--- src/rtl/mac_pkg.sv ---
// Shared types and default sizes for the MAC frame accumulator.
package mac_pkg;

    typedef enum logic {
        ACC  = 1'b0,
        HOLD = 1'b1
    } acc_state_e;

    localparam int unsigned IN_W_DEF      = 16;
    localparam int unsigned ACC_W_DEF     = 24;
    localparam int unsigned FRAME_LEN_DEF = 4;

endpackage

--- src/rtl/mac_frame_accumulator_sat_adder.sv ---
// Unsigned W-bit adder that clamps to all-ones when the true sum does not fit.
module sat_adder #(
    parameter int unsigned W = 24
) (
    input  logic [W-1:0] a_i,
    input  logic [W-1:0] b_i,
    output logic [W-1:0] sum_o,
    output logic         ovf_o
);

    logic [W:0] raw_sum;

    // Add with one guard bit; a carry out means the result must saturate.
    always_comb begin
        raw_sum = {1'b0, a_i} + {1'b0, b_i};
        ovf_o   = raw_sum[W];
        sum_o   = raw_sum[W] ? '1 : raw_sum[W-1:0];
    end

endmodule

--- src/rtl/mac_frame_accumulator.sv ---
// Sums FRAME_LEN consecutive upstream MAC results and presents the saturated
// frame sum through a valid/ready handshake; one frame in flight at a time.
module mac_frame_accumulator
    import mac_pkg::*;
#(
    parameter int unsigned IN_W      = IN_W_DEF,
    parameter int unsigned ACC_W     = ACC_W_DEF,
    parameter int unsigned FRAME_LEN = FRAME_LEN_DEF
) (
    input  logic             clk_i,
    input  logic             rst_i,
    input  logic [IN_W-1:0]  d_i,
    input  logic             d_valid_i,
    output logic             d_ready_o,
    input  logic             clear_i,
    output logic [ACC_W-1:0] sum_o,
    output logic             sum_valid_o,
    input  logic             sum_ready_i,
    output logic             ovf_o
);

    localparam int unsigned      CNT_W    = $clog2(FRAME_LEN + 1);
    localparam logic [CNT_W-1:0] LAST_CNT = CNT_W'(FRAME_LEN - 1);

    acc_state_e       state_q, state_d;
    logic [ACC_W-1:0] acc_q, acc_d;
    logic [ACC_W-1:0] sum_q, sum_d;
    logic [CNT_W-1:0] cnt_q, cnt_d;
    logic             frame_ovf_q, frame_ovf_d;
    logic             ovf_q, ovf_d;
    logic             sum_valid_q, sum_valid_d;

    logic [ACC_W-1:0] d_ext;
    logic [ACC_W-1:0] add_sum;
    logic             add_ovf;
    logic             ready;
    logic             accept;
    logic             last_sample;
    logic             sum_taken;

    assign d_ext = ACC_W'(d_i);

    sat_adder #(
        .W (ACC_W)
    ) u_sat_adder (
        .a_i   (acc_q),
        .b_i   (d_ext),
        .sum_o (add_sum),
        .ovf_o (add_ovf)
    );

    // State register; reset and abort both return to accumulating.
    always_ff @(posedge clk_i) begin
        // NOTE: sequential state uses non-blocking assignments so every flop
        // samples the pre-edge values regardless of process ordering.
        if (rst_i) begin
            state_q <= ACC;
        end else begin
            state_q <= state_d;
        end
    end

    // Next-state logic: finish a frame into HOLD, release HOLD on handshake.
    always_comb begin
        // NOTE: every combinational output gets a default first so no path
        // leaves it unassigned, which would otherwise infer a latch.
        state_d = state_q;
        if (clear_i) begin
            state_d = ACC;
        end else begin
            unique case (state_q)
                ACC:  if (last_sample) state_d = HOLD;
                HOLD: if (sum_taken)   state_d = ACC;
                default: state_d = ACC;
            endcase
        end
    end

    // Output logic: samples are only taken while accumulating and not aborting.
    always_comb begin
        ready       = (state_q == ACC) && !clear_i && !rst_i;
        accept      = d_valid_i && ready;
        last_sample = accept && (cnt_q == LAST_CNT);
        sum_taken   = sum_valid_q && sum_ready_i;
    end

    // Datapath next values: accumulate, close out a frame, or drop on abort.
    always_comb begin
        acc_d       = acc_q;
        cnt_d       = cnt_q;
        frame_ovf_d = frame_ovf_q;
        sum_d       = sum_q;
        ovf_d       = ovf_q;
        sum_valid_d = sum_valid_q;
        if (clear_i) begin
            acc_d       = '0;
            cnt_d       = '0;
            frame_ovf_d = 1'b0;
            ovf_d       = 1'b0;
            sum_valid_d = 1'b0;
        end else if (last_sample) begin
            sum_d       = add_sum;
            ovf_d       = frame_ovf_q | add_ovf;
            sum_valid_d = 1'b1;
            acc_d       = '0;
            cnt_d       = '0;
            frame_ovf_d = 1'b0;
        end else if (accept) begin
            acc_d       = add_sum;
            cnt_d       = cnt_q + 1'b1;
            frame_ovf_d = frame_ovf_q | add_ovf;
        end else if (sum_taken) begin
            sum_valid_d = 1'b0;
            ovf_d       = 1'b0;
        end
    end

    // Datapath registers, all cleared by reset including the presented sum.
    always_ff @(posedge clk_i) begin
        // NOTE: every register here has a reset value; there is no storage
        // array that would make resetting it costly.
        if (rst_i) begin
            acc_q       <= '0;
            cnt_q       <= '0;
            frame_ovf_q <= 1'b0;
            sum_q       <= '0;
            ovf_q       <= 1'b0;
            sum_valid_q <= 1'b0;
        end else begin
            acc_q       <= acc_d;
            cnt_q       <= cnt_d;
            frame_ovf_q <= frame_ovf_d;
            sum_q       <= sum_d;
            ovf_q       <= ovf_d;
            sum_valid_q <= sum_valid_d;
        end
    end

    assign d_ready_o   = ready;
    assign sum_o       = sum_q;
    assign sum_valid_o = sum_valid_q;
    assign ovf_o       = ovf_q;

endmodule

--- config.mk ---
export PLATFORM = sky130hd
export DESIGN_NAME = mac_frame_accumulator
export DESIGN_NICKNAME = d
export VERILOG_FILES = /design/src/rtl/mac_pkg.sv /design/src/rtl/mac_frame_accumulator_sat_adder.sv /design/src/rtl/mac_frame_accumulator.sv
export SDC_FILE = /design/constraint.sdc
export NUM_CORES = 1
export LEC_CHECK = 0
export CAP_MARGIN = 5
export CORE_AREA = 4 4 94 96
export DETAILED_ROUTE_END_ITERATION = 16
export DIE_AREA = 0 0 98 100
export PLACE_DENSITY_LB_ADDON = 0.15
export SETUP_SLACK_MARGIN = 0.4
export SYNTH_ARGS = -nofsm -noshare
export SYNTH_HDL_FRONTEND = slang
export SYNTH_SLANG_ARGS = --single-unit
--- constraint.sdc ---
create_clock -name clk_i -period 2.9 [get_ports clk_i]
set_input_delay 0.87 -clock clk_i [delete_from_list [all_inputs] [get_ports clk_i]]
set_output_delay 0.87 -clock clk_i [all_outputs]
set_load 0.005 [all_outputs]
==> impl_metrics.py <==
metrics = {
    "floorplanning": {
        "die_h_microns": 100,
        "boundaryPins": 48,
        "core_sq_mm": 0.00805,
        "rows": 33,
        "start_util_pct": 38.7,
        "die_width_microns": 98,
        "die_area_sq_mm": 0.00980,
    },
    "routing": {
        "firstDrtPassIters": 5,
        "postRouteAntennaNets": 0,
        "first_iter_violations": 161,
        "viasPerCell": 5.31,
        "wirelength_microns": 9370,
        "wl_per_cell_microns": 16.3,
        "drc_errors": 0,
        "vias": 3047,
    },
    "sta": {
        "setup_viol": 0,
        "slew-limit-headroom_pct": 63.5,
        "fmaxAchievable_mhz": 384,
        "final.min_clock_period_ns": 2.61,
        "clock_skew_ns": 0.00645,
        "fin_hold_ws_ns": 0.466,
        "worst_slew_pin_slew_ns": 0.546,
        "period_share_pct": 89.9,
        "rsz0062_at_grt": "yes",
        "fin_setup_tns_ns": 0,
        "worst_slack_ns": 0.293,
        "hold_violations": 0,
        "slew_violations": 0,
    },
    "worst_setup_path": {
        "critPathRequiredTime_ns": 3.09,
        "end_kind": "flop",
        "path_class": "primary input to flop",
        "critPathLaunchType": "primary input",
        "critPathLaunch": "d_i[0]",
        "arrival_ns": 2.79,
        "rr_startpoint": "acc_q[0]$_SDFFE_PP0P_",
        "path_max_fanout": 7,
    },
    "place": {
        "dp_hpwl_microns": 6260,
        "io_buffers": 47,
        "dpl.cell_count": 535,
        "place_ws_ns": -0.572,
        "gp_congestion": 0.830,
    },
    "logic_synthesis": {
        "yosys.area.top_type": "dfxtp_1",
        "yosys.area_share.adder_pct": 7.87,
        "synth_simple_gate_area_share_pct": 18.9,
        "yosys-top-cells-area": "dfxtp_1 (35%), ha_1 (7.2%), nor2_1 (7.0%)",
        "synthArstFlopShare_pct": 0,
        "synth_nets": 401,
        "seq_area_frac_synth_pct": 35.4,
        "synth_area_sq_mm": 0.00311,
        "muxShareOfSynthArea_pct": 1.33,
        "synth_edf_count": 0,
        "synth_cells": 361,
        "dominantRegCellSynth": "dfxtp_1",
        "yosysUniqueCellTypes": 63,
        "synth.most_common_cell": "nor2_1",
        "synth_top_family_by_area": "compound AO/OA/AOI/OAI gates",
        "yosysTopAreaCellShare_pct": 35.4,
        "yosysWarnings": 0,
        "syn_area_per_cell_sq_um": 8.63,
        "synth-compound-area-share_pct": 28.0,
        "synth-xor-area-share_pct": 4.78,
        "ys_ff_latch": 55,
        "yosys-top-cells-count": "nor2_1 (58), dfxtp_1 (55), a21oi_1 (30), nand2_1 (29), a211oi_1 (20)",
    },
    "finish": {
        "stdcell_count": 574,
        "area_growth_pct": 54.2,
        "drive_above_1_share_pct": 40.5,
        "finalNetCount": 508,
        "n_fill_cell": 665,
        "num_antenna_cells": 0,
    },
    "clock_network": {
        "cts-root-buf": "clkbuf_8",
        "worstSkewPairLatency_ns": 0.31,
        "h-tree-depth": 2,
        "ctsLongestPathBuffers": 2,
        "cts_tree": "yes",
        "path_clk_slew_ns": 0.10,
        "clock-sinks": 55,
        "cts_buffers": 5,
    },
    "worst_hold_path": {
        "hold_class": "flop to flop",
        "min-delay-start": "cnt_q[1]$_SDFFE_PP0P_",
    },
    "pwr": {
        "p_per_area_mw_per_mm2": 311,
        "leakage_nw": 1.78,
        "peakVddDrop_mv": 0.204,
        "finalPower_w": 0.00149,
    },
    "run_status": {
        "outcome": "finished, final reports clean",
    },
    "grt": {
        "grtUsageTotal_pct": 18.9,
        "first_global_vias": 3043,
        "antenna_found_initial": 0,
        "grt_overflow_total": 0,
        "grt_max_degree": 36,
        "grt_pass1_wl_microns": 15100,
    },
    "job": {
        "cap_violations": 0,
    },
}
## cells by family after synthesis
kind of cell	Yosys count
mux	4
simple gates	125
xor+xnor	17
buf+inv	24
fa+ha+maj	19
compound gates	117
flops	55
## registers in the layout (all words and copies together), names as in the netlist
name / count
frame_ovf_q: 1
ovf_o: 1
state_q: 1
acc_q: 24
cnt_q: 3
sum_valid_o: 1
sum_o: 24
## critical path: stages
cell and delay [ns]:
buf_6 0.10, ha_4 0.15, fa_2 0.34, a211oi_2 0.24, o211ai_2 0.14, and4bb_2 0.28
nor2_4 0.11, buf_6 0.14, nor2_4 0.07, buf_4 0.16, nor2_2 0.10, a211oi_1 0.08
## report_power, final
part | total (W) | switching [W] | internal, W
clock | 0.000427 | 0.000257 | 0.000170
sequential | 0.000767 | 0.00000617 | 0.000761
combinational | 0.000298 | 0.000152 | 0.000145
total | 0.00149 | 0.000416 | 0.00108
## area by class of cell
class	instances	area (sq um)	area share, %
Sequential cell	55	1100	22.9
Clock buffer	6	72.6	1.51
Multi-Input combinational cell	284	2440	50.9
Timing Repair Buffer	117	1020	21.3
Inverter	5	18.8	0.391
Clock inverter	2	12.5	0.261
Tap cell	105	131	2.74
## metrics by stage
step	cell area, sq um	utilization [%]
3_5_place_dp	3970	49.3
5_1_grt	4800	59.6
4_1_cts	4620	57.4
2_1_floorplan	3130	-
6_report	4800	59.6
3_3_place_gp	3970	49.3
## metal layers
layer	share of wire, %	track usage [%]	wire (microns)
met1	45	24.8	4260
met2	50	32.3	4660
met3	3.7	2.99	351
met4	1.0	5.11	97
met5	0	0	0
## repair_timing
action,CTS,global route
pin swaps,63,32
resized for setup,121,32
buffers inserted,23,6
gates cloned,2,0
hold endpoints to repair,0,0
hold buffers,0,0
setup endpoints to repair,52,51
## worst paths after layout
kind,end,slack (ns),cells past startpoint
worst max-delay path,sum_o[3]$_SDFFE_PP0P_,0.29,12
worst min-delay path,cnt_q[1]$_SDFFE_PP0P_,0.47,2
worst max register to register,sum_o[3]$_SDFFE_PP0P_,0.57,11
worst min register to register,cnt_q[1]$_SDFFE_PP0P_,0.47,2
## cell usage in the layout, fill, tap and decap left out, drive strengths merged, types with 3 or more instances in the layout
master,count
nand2,29
xor2,6
mux2i,3
clkdlybuf4s15,7
a311oi,6
o211ai,3
inv,5
and3,5
nor2,66
dfxtp,55
nor3,11
ha,18
clkbuf,8
nand3,3
a21o,8
buf,77
o21a,4
xnor2,11
a21oi,32
o21ai,19
a211oi,29
a31oi,3
nand4,3
clkdlybuf4s50,28
Power figures use the tool's default switching activity.
